**config.mk**
```make
export PLATFORM = sky130hd
export DESIGN_NAME = mini_core_ifetch
export DESIGN_NICKNAME = d
export VERILOG_FILES = /design/src/rtl/mini_core_ifetch.sv
export SDC_FILE = /design/constraint.sdc
export NUM_CORES = 1
export LEC_CHECK = 0
export BUFFER_PORTS_ARGS = -buffer_cell sky130_fd_sc_hd__buf_2
export CAP_MARGIN = 15
export CORE_MARGIN = 4
export CORE_UTILIZATION = 35
export DETAILED_ROUTE_END_ITERATION = 8
export PLACE_DENSITY = 0.59
export SLEW_MARGIN = 20
export SYNTH_ARGS = -nofsm -noshare
export SYNTH_HDL_FRONTEND = slang
export SYNTH_SLANG_ARGS = --single-unit
```
**constraint.sdc**
```tcl
create_clock -name clock -period 8.2 [get_ports clock]
set_clock_uncertainty 0.1 [all_clocks]
set_input_delay 0.41 -clock clock [delete_from_list [all_inputs] [get_ports clock]]
set_output_delay 0.41 -clock clock [all_outputs]
set_load 0.02 [all_outputs]
```
**src/rtl/mini_core_ifetch.sv**
```systemverilog
// Instruction fetch: issues sequential word reads, buffers {pc, inst} pairs in a FIFO for decode.
// Optional MINI_CORE_IFETCH_BYPASS_EN presents a live return directly when the FIFO is empty.
module mini_core_ifetch #(
  parameter logic [31:0] PC_RESET   = 32'h0000_0000,
  parameter int unsigned FIFO_DEPTH = 4,
  parameter int unsigned ADDR_W     = 10
) (
  input  logic              clock,
  input  logic              Rst,
  output logic [ADDR_W-1:0] imem_address,
  output logic              imem_rden,
  input  logic [31:0]       imem_q,
  input  logic              redirect_valid,
  input  logic [31:0]       redirect_pc,
  output logic              inst_valid,
  input  logic              inst_ready,
  output logic [31:0]       inst,
  output logic [31:0]       inst_pc
);

  localparam int unsigned PTR_W = (FIFO_DEPTH > 1) ? $clog2(FIFO_DEPTH) : 1;
  localparam int unsigned CNT_W = PTR_W + 1;

  logic [31:0]      fetch_pc_q, fetch_pc_d;
  logic             inflight_q;
  logic [31:0]      inflight_pc_q, inflight_pc_d;
  logic [31:0]      fifo_inst_q [FIFO_DEPTH];
  logic [31:0]      fifo_pc_q   [FIFO_DEPTH];
  logic [PTR_W-1:0] rd_ptr_q, rd_ptr_d, wr_ptr_q, wr_ptr_d;
  logic [CNT_W-1:0] count_q, count_d;

  logic        issue, ret_live, fifo_empty, fifo_push, fifo_pop, bypass;
  logic [31:0] redirect_base, issue_pc;
  logic        unused_redirect_lsb;

  assign unused_redirect_lsb = ^redirect_pc[1:0];
  assign redirect_base = {redirect_pc[31:2], 2'b00};
  assign fifo_empty    = (count_q == '0);
  assign ret_live      = inflight_q & ~redirect_valid;

  // Credit uses registered occupancy only, so a same-cycle pop never funds an issue.
  assign issue = redirect_valid |
                 ((count_q + CNT_W'(inflight_q)) < CNT_W'(FIFO_DEPTH));
  assign issue_pc     = redirect_valid ? redirect_base : fetch_pc_q;
  assign imem_address = issue_pc[ADDR_W+1:2];
  assign imem_rden    = issue & ~Rst;

  always_comb begin
    bypass = 1'b0;
`ifdef MINI_CORE_IFETCH_BYPASS_EN
    bypass = fifo_empty & ret_live;
`else
    bypass = 1'b0;
`endif
    inst_valid = ~redirect_valid & (~fifo_empty | bypass);
    inst       = '0;
    inst_pc    = '0;
    if (inst_valid) begin
      if (bypass) begin
        inst    = imem_q;
        inst_pc = inflight_pc_q;
      end else begin
        inst    = fifo_inst_q[rd_ptr_q];
        inst_pc = fifo_pc_q[rd_ptr_q];
      end
    end
    fifo_pop  = inst_valid & inst_ready & ~bypass;
    fifo_push = ret_live & ~(bypass & inst_ready);
  end

  always_comb begin
    fetch_pc_d    = fetch_pc_q;
    inflight_pc_d = inflight_pc_q;
    rd_ptr_d      = rd_ptr_q;
    wr_ptr_d      = wr_ptr_q;
    count_d       = count_q;
    if (issue) begin
      fetch_pc_d    = issue_pc + 32'd4;
      inflight_pc_d = issue_pc;
    end
    if (redirect_valid) begin
      rd_ptr_d = '0;
      wr_ptr_d = '0;
      count_d  = '0;
    end else begin
      if (fifo_push) wr_ptr_d = wr_ptr_q + PTR_W'(1);
      if (fifo_pop)  rd_ptr_d = rd_ptr_q + PTR_W'(1);
      count_d = count_q + CNT_W'(fifo_push) - CNT_W'(fifo_pop);
    end
  end

  always_ff @(posedge clock or posedge Rst) begin
    if (Rst) begin
      fetch_pc_q    <= PC_RESET;
      inflight_q    <= 1'b0;
      inflight_pc_q <= '0;
      rd_ptr_q      <= '0;
      wr_ptr_q      <= '0;
      count_q       <= '0;
    end else begin
      fetch_pc_q    <= fetch_pc_d;
      inflight_q    <= issue;
      inflight_pc_q <= inflight_pc_d;
      rd_ptr_q      <= rd_ptr_d;
      wr_ptr_q      <= wr_ptr_d;
      count_q       <= count_d;
    end
  end

  // Storage needs no reset; validity is tracked by count_q.
  always_ff @(posedge clock) begin
    if (fifo_push) begin
      fifo_inst_q[wr_ptr_q] <= imem_q;
      fifo_pc_q[wr_ptr_q]   <= inflight_pc_q;
    end
  end

endmodule

```
==> results.toml, run 1 <==
[layout]
multi_input_area_mm2 = 0.00419
syn_to_final_growth_pct = 17.8
n_fill_cell = 3585
fin_nets = 1069
seq_area_mm2 = 0.00915
layout-drive-gt1-share_pct = 27.6
fin_cells = 1535
antennaDiodeCount = 0

[clock_network]
cts_resized = 0
clk_pin_slew_ns = 0.06
clkSinkCount = 316
tritoncts = "built"
clock-root-buffer = "clkbuf_16"
htreeDepth = 2
numCtsBuffers = 35
cts_buffer_depth = 3
clk_latency_ns = 0.52

[timing]
hold_viol = 0
timing.fmax_ghz = 0.278
period_share_pct = 43.9
setup_viol = 0
tightest_slew_ns = 1.03
tns_ns = 0
slew_viol_final = 0
period_minus_slack_ns = 3.60
rsz0062_at_grt = "false"
max_slew_margin_pct = 31.1

[floorplan]
initial_utilization_pct = 35.4
die_w_um = 205
num_io_pins = 144
core_region_area_mm2 = 0.0386
fp.dieH_um = 205
rows = 72
dieArea_mm2 = 0.0422

[drt]
vias = 7539
wirelength_mm = 29.1
remaining_drc_errors = 0
ant_nets = 0
firstDrtPassIters = 5
drtIter0Drc = 421
viasPerCell = 4.91
routedWlPerCell_um = 19.0

[worst_setup_path]
worstPathMaxFanout = 38
end_kind = "output pin"
arrival_ns = 3.09
criticalPathCategory = "reg -> out"
crit_buf_inv = 2
crit_path_max_incr_delay_ns = 0.98
start_kind = "flip-flop"
crit_chain = "buf_4 > mux4_2 > and2_1 > buf_2"
crit_required_ns = 7.69
path_delay_family = "flip-flops"
critPathSlowestCell = "dfrtp_4"

[min_path]
hold_path.class = "in -> reg"

[power]
pwr-share-clk_pct = 31.3
switching_share_pct = 29.1
p_sw_mw = 1.41
p_total_mw = 4.83
leakagePower_nw = 5.86
combPwrFrac_pct = 22.1
p_int_mw = 3.42
power_density_mw_per_mm2 = 301
power.share.sequential_pct = 46.6
peakVddDrop_mv = 0.138

[synthesis]
syn_area_mm2 = 0.0136
synth_async_sr_flop_share_pct = 21.5
yosys_warnings = 0
synth-seq-cells = 316
synth_edf_count = 248
ys_top_cells_by_area = "edfxtp_1 (55%), dfrtp_1 (12%), mux4_2 (10%)"
yosysSeqAreaShare_pct = 67.1
yosys-top-cells-count = "edfxtp_1 (248), and2_1 (68), dfrtp_1 (68), mux4_2 (62), mux2i_1 (47)"
yosysMostFrequentCell = "edfxtp_1"
yosysUniqueCellTypes = 49
yosys.area.top_type = "edfxtp_1"
synth.top_cell.area_share_pct = 54.6
synth_area_per_cell_um2 = 16.1
postSynthCellCount = 849
synth_ff_type = "edfxtp_1"

[global_routing]
grt_max_degree = 83
grt_pass1_wl_mm = 45.6
overflow = 0
grt_pass1_vias = 7833
grt_usage_pct = 13.8
antenna_found_initial = 1

[placed_design]
dpl.hpwl_mm = 17.6
portBuffers = 139
place_congestion = 0.745
place_inst = 1459

[status]
status = "completed"

[job]
max_cap_viol_count = 0
cell usage in the layout, fill, tap and decap left out, types with 35 or more instances in the layout:
cell type    n
and2_1      64
buf_2      139
clkbuf_16   36
dfrtp_1     66
edfxtp_1   248
mux2i_1     47
mux4_2      62
nand2_1     35
nor2_1      35
xnor2_1     37
registers in the layout, summed over array words and instances (netlist names):
signal,flops
fifo_inst_q,128
fifo_pc_q,120
fetch_pc_q,30
inflight_pc_q,30
count_q,3
rd_ptr_q,2
wr_ptr_q,2
inflight_q,1
power groups by stage:
| stage | logic, mW | clock network [mW] | registers [mW] |
|---|---|---|---|
| after floorplan | 0.825 | 0 | 2.19 |
| after global placement | 1.09 | 0 | 2.27 |
| after detailed placement | 1.10 | 0 | 2.29 |
| after CTS | 1.10 | 1.56 | 2.26 |
| after global routing | 1.17 | 1.63 | 2.29 |
| final | 1.07 | 1.51 | 2.25 |
path summary, 6_finish.rpt:
check                                  startpoint            endpoint  slack [ns]  cells after the start
worst max register to register         count_q[2]          count_q[2]        5.33                     12
worst min-delay path                   imem_q[10]  fifo_inst_q[1][10]        0.03                      1
worst min register to register  inflight_pc_q[10]    fifo_pc_q[3][10]        0.42                      0
max in group asynchronous                     Rst         rd_ptr_q[0]        7.20                      3
min in group asynchronous                     Rst    inflight_pc_q[5]        0.06                      3
worst max-delay path                  rd_ptr_q[0]         inst_pc[22]        4.60                      4
stage by stage:
stage                     hold slack, ns  cell area, um2  worst slack (ns)  utilization (%)
after global placement             0.397           14800              4.49             38.4
after detailed placement           0.409           14800              4.48             38.4
final                             0.0260           16100              4.60             41.6
after floorplan                    0.372           13600              4.96                -
after global routing             0.00194           16100              4.33             41.6
after CTS                       0.000531           16000              4.44             41.6
kinds of logic after synthesis:
kind of cell | Yosys count | share of synthesized area, %
flops | 316 | 67.1
compound gates | 67 | 2.90
other cells | 1 | 0.0275
xor+xnor | 51 | 3.28
simple gates | 220 | 9.18
fa+ha+maj | 8 | 0.789
mux | 115 | 14.2
buf+inv | 71 | 2.52
worst register-to-register path, stage by stage, from the launching register on:
cell and delay [ns]:
dfrtp_1 0.54, nor3_1 0.15, nor2_4 0.09, buf_4 0.52, nand2_1 0.19, inv_1 0.10
ha_1 0.22, inv_1 0.06, ha_1 0.14, inv_1 0.05, fa_1 0.37, xnor2_1 0.17
nor2_1 0.05
what timing repair did:
item                                   in CTS  in global routing
setup buffers                               0                  0
hold buffers                               14                  1
endpoints found under the hold margin      53                  4
metal layers:
metal  GRT usage (%)  wire [um]
met1            19.9      13600
met2            21.4      13600
met3            3.15       1470
met4            3.47        443
met5               0         12
area by class of cell:
class	instances	area share [%]
Clock buffer	47	6.05
Clock inverter	14	0.842
Inverter	15	0.351
Multi-Input combinational cell	463	26.1
Sequential cell	316	57.0
Tap cell	518	4.04
Timing Repair Buffer	162	5.64
Power figures use the tool's default switching activity.
==> inputs of run 2 (changes only) <==
==> constraint.sdc (replaced) <==
create_clock -name clock -period 3.7 [get_ports clock]
set_clock_uncertainty 0.1 [all_clocks]
set_input_delay 0.185 -clock clock [delete_from_list [all_inputs] [get_ports clock]]
set_output_delay 0.185 -clock clock [all_outputs]
set_load 0.02 [all_outputs]
==> run 2 against run 1 <==
Against the previous run:
- power grew 130%
- routed wire length grew 1.1%
- first-iteration DRC count up 15%
- clock-buffer cell count unchanged
- sequential share of layout area is 2.1 points lower
- sequential cell count is the same
- combinational power up 130%
- register-to-register slack lost 4.3 ns
- worst setup slack worse by 3.8 ns
- via count rose by 1.8%
- worst hold slack better by 0.025 ns
- critical endpoint is now inst_pc[2]
==> results.toml, run 2 (synthesis results as in run 1) <==
[global_routing]
grt_pass1_vias = 7996
grt_max_degree = 69
antenna_found_initial = 0
grt_usage_pct = 14.0
overflow = 0
grt_pass1_wl_mm = 46.1

[timing]
tns_ns = 0
rsz0062_at_grt = "false"
timing.fmax_ghz = 0.344
period_minus_slack_ns = 2.90
hold_viol = 0
period_share_pct = 78.5
slew_viol_final = 0
setup_viol = 0
max_slew_margin_pct = 37.6
tightest_slew_ns = 0.936
worst_hold_slack_ns = 0.0508

[layout]
fin_nets = 1122
largestRegisters = "fifo_inst_q x128, fifo_pc_q x120"
layout_common_cells = "edfxtp_1 (248), buf_2 (138), dfrtp_1 (66)"
largest_reg_flops = 128
antennaDiodeCount = 0
final_area_mm2 = 0.0167
syn_to_final_growth_pct = 22.3
fin_cells = 1590
regMostFlops = "fifo_inst_q"
mostFrequentLayoutCell = "edfxtp_1"
layout-drive-gt1-share_pct = 27.2

[drt]
vias = 7675
drtIter0Drc = 485
routedWlPerCell_um = 18.5
firstDrtPassIters = 5
viasPerCell = 4.83
remaining_drc_errors = 0
ant_nets = 0
wirelength_mm = 29.4

[clock_network]
cts_setup_buffers = 0
clkSinkCount = 316
numCtsBuffers = 36
cts_buffer_depth = 3
htreeDepth = 2
clk_latency_ns = 0.52
clock-root-buffer = "clkbuf_16"
tritoncts = "built"
clk_pin_slew_ns = 0.06

[placed_design]
portBuffers = 139
place_area_mm2 = 0.0149
dpl.hpwl_mm = 18.5
place_inst = 1466
place_congestion = 0.744

[status]
status = "completed"

[floorplan]
core_region_area_mm2 = 0.0386
rows = 72
die_w_um = 205
num_io_pins = 144
fp.dieH_um = 205
dieArea_mm2 = 0.0422
initial_utilization_pct = 35.4

[worst_setup_path]
path_delay_family = "flip-flops"
arrival_ns = 2.62
crit_chain = "buf_4 > mux4_2 > and2_1 > buf_2"
criticalPathCategory = "reg -> out"
worstPathMaxFanout = 31
end_kind = "output pin"
crit_buf_inv = 2
start_kind = "flip-flop"
critPathSlowestCell = "dfrtp_4"
crit_required_ns = 3.41
reg2reg_setup_slack_ns = 1.06
crit_path_max_incr_delay_ns = 0.85

[job]
max_cap_viol_count = 0

[power]
peakVddDrop_mv = 0.246
leakagePower_nw = 6.12
power_density_mw_per_mm2 = 652
p_total_mw = 10.9

[min_path]
hold_path.class = "in -> reg"
## run 2: cell count changes in the layout (fill, tap and decap cells not counted), moves of 2 or more
cell	change
buf_12	+7
clkbuf_8	-2
clkinv_1	-2
clkinv_2	+5
dlygate4sd3_1	+45
inv_6	-2
## run 2: worst paths after layout
path,startpoint,to,depth (start not counted)
setup / recovery,rd_ptr_q[0],inst_pc[2],4
min in group asynchronous,Rst,inflight_pc_q[3],4
hold reg to reg,inflight_pc_q[10],fifo_pc_q[2][10],0
hold / removal,redirect_pc[7],inflight_pc_q[7],3
setup reg to reg,fetch_pc_q[2],fetch_pc_q[28],8
max in group asynchronous,Rst,rd_ptr_q[0],4
## run 2: routing by layer
layer  routed length [um]  GRT usage, %
met5                    0             0
met4                  548          3.66
met3                 1170          2.44
met2                14000          22.5
met1                13700          19.7
## run 2: through the flow
| stage | worst slack [ns] | utilization, % |
|---|---|---|
| finish | 0.796 | 43.3 |
| global route | 0.569 | 43.3 |
| CTS | 0.662 | 43.3 |
| detailed placement | 0.925 | 38.7 |
| global placement | 0.985 | 38.7 |
| floorplan | 0.689 | - |
## run 2: area by class of cell
cell class                      instances  area, um2
Fill cell                            3526      21900
Sequential cell                       316       9150
Multi-Input combinational cell        463       4180
Timing Repair Buffer                  214       1500
Clock buffer                           47        973
Tap cell                              518        648
Clock inverter                         17        170
Inverter                               15       56.3
## run 2: power by group
part | internal [mW] | total [mW] | switching [mW] | leakage, nW
sequential | 4.56 | 4.95 | 0.392 | 3.08
clock | 2.07 | 3.43 | 1.36 | 0.562
combinational | 1.11 | 2.50 | 1.39 | 2.48
## run 2: repair_timing
action                    in CTS  in global routing
resized for setup              0                  0
hold endpoints to repair     240                  0
hold buffers                  60                  0
## run 2: tightest hold or removal path: cells and delay by family
| kind | cells | cell delay [ns] |
|---|---|---|
| buffers and inverters | 1 | 0.08 |
| multiplexers | 2 | 0.37 |
==> inputs of run 3 (changes only) <==
==> constraint.sdc (replaced) <==
create_clock -name clock -period 3 [get_ports clock]
set_clock_uncertainty 0.1 [all_clocks]
set_input_delay 0.15 -clock clock [delete_from_list [all_inputs] [get_ports clock]]
set_output_delay 0.15 -clock clock [all_outputs]
set_load 0.02 [all_outputs]
==> run 3 against run 2 <==
Against the previous run:
- combinational power is 27% higher
- worst setup slack worse by 0.45 ns
- register-to-register slack worse by 0.57 ns
- die area unchanged
- clock power up 34%
- critical endpoint is now imem_rden
- largest cell class unchanged
==> results.toml, run 3 (synthesis results as in run 1) <==
[layout]
largest_reg_flops = 128
mostFrequentLayoutCell = "edfxtp_1"
layout_common_cells = "edfxtp_1 (248), buf_2 (138), dfrtp_1 (66)"
regMostFlops = "fifo_inst_q"
layout-drive-gt1-share_pct = 28.3
syn_to_final_growth_pct = 23.9
n_fill_cell = 3484
largestRegisters = "fifo_inst_q x128, fifo_pc_q x120"
antennaDiodeCount = 0
final_core_util_pct = 43.8
fin_nets = 1133
final_area_mm2 = 0.0169

[drt]
vias = 7774
viasPerCell = 4.86
wirelength_mm = 29.9
firstDrtPassIters = 4
ant_nets = 0
drtIter0Drc = 449
remaining_drc_errors = 0
routedWlPerCell_um = 18.7

[floorplan]
rows = 72
initial_utilization_pct = 35.4
die_w_um = 205
fp.dieH_um = 205
core_region_area_mm2 = 0.0386
dieArea_mm2 = 0.0422
num_io_pins = 144

[worst_setup_path]
crit_required_ns = 2.75
criticalPathCategory = "reg -> out"
crit_path_max_incr_delay_ns = 0.44
crit_path_start = "count_q[1]"
crit_chain = "nand3_1 > xnor2_2 > buf_4 > nand2b_1 > buf_4 > and2_1 > buf_2"
reg2reg_setup_slack_ns = 0.49
start_kind = "flip-flop"
worstPathMaxFanout = 39
arrival_ns = 2.40
r2r_start = "fetch_pc_q[2]"
end_kind = "output pin"
critPathSlowestCell = "dfrtp_1"
critPathMostFrequentCell = "buf_4"

[timing]
tns_ns = 0
layout_setup_ws_ns = 0.349
rsz0062_at_grt = "false"
max_slew_margin_pct = 56.7
slew_viol_final = 0
tightest_slew_ns = 0.650
period_minus_slack_ns = 2.65
timing.fmax_ghz = 0.377
hold_viol = 0
period_share_pct = 88.4
setup_viol = 0

[power]
peakVddDrop_mv = 0.316
power.share.sequential_pct = 43.9
leakagePower_nw = 6.23
power_density_mw_per_mm2 = 820
p_total_mw = 13.8
p_sw_mw = 3.92
pwr-share-clk_pct = 33.1
combPwrFrac_pct = 23.0
p_int_mw = 9.93
switching_share_pct = 28.3

[clock_network]
htreeDepth = 2
cts_buffer_depth = 3
clock-root-buffer = "clkbuf_16"
cts_resized = 0
tritoncts = "built"
numCtsBuffers = 36
ctsHoldBuffers = 58
clk_pin_slew_ns = 0.06
clkSinkCount = 316
cts_setup_buffers = 0
clk_latency_ns = 0.51

[placed_design]
place_area_mm2 = 0.0151
dp_slack_ns = 0.449
dpl.hpwl_mm = 19.3
place_congestion = 0.783
portBuffers = 139

[min_path]
hold_path.class = "in -> reg"
min_from = "redirect_pc[8]"

[global_routing]
overflow = 0
grt_pass1_wl_mm = 46.7
antenna_found_initial = 0
grt_pass1_vias = 8067
grt_max_degree = 80
grt_usage_pct = 14.2

[job]
max_cap_viol_count = 0

[status]
status = "completed"
-- run 3: metal layers --
layer / vias to the layer above / GRT usage [%] / routed length [um]
met5: - / 0 / 0
met4: 0 / 3.37 / 538
met3: 43 / 2.92 / 1510
met2: 170 / 22.4 / 13900
met1: 3928 / 20.3 / 14000
li1: 3633 / - / -
-- run 3: final cells by class --
cell class	count	area [um2]	share of cell area (%)
Clock buffer	44	962	5.70
Tap cell	518	648	3.84
Timing Repair Buffer	225	1610	9.56
Sequential cell	316	9150	54.2
Inverter	15	56.3	0.333
Multi-Input combinational cell	463	4180	24.7
Clock inverter	19	280	1.66
-- run 3: power by group through the flow --
stage                     clock [mW]  sequential [mW]  combinational [mW]
final                           4.58             6.08                3.18
after global routing            4.92             6.17                3.47
after CTS                       4.73             6.09                3.27
after detailed placement           0             6.18                3.20
after global placement             0             6.13                3.17
after floorplan                    0             5.98                2.25
-- run 3: final timing paths --
path	depth (start not counted)	end
worst max-delay path	7	imem_rden
worst min-delay path	3	inflight_pc_q[8]
worst max register to register	8	fetch_pc_q[30]
worst min register to register	0	fifo_pc_q[2][8]
max in group asynchronous	4	rd_ptr_q[1]
min in group asynchronous	3	inflight_pc_q[4]
-- run 3: through the flow --
step                instances  hold slack [ns]
floorplan                 850            0.149
global placement         1479            0.122
detailed placement       1479            0.137
CTS                      1600           0.0118
global route             1600           0.0284
finish                   1600           0.0384
-- run 3: critical path, delay by kind of cell (launching register included) --
family                    cells  cell delay [ns]
and+or+nand+nor               3             0.50
buffers and inverters         3             0.75
DFF                           1             0.44
xor gates and xnor gates      1             0.18
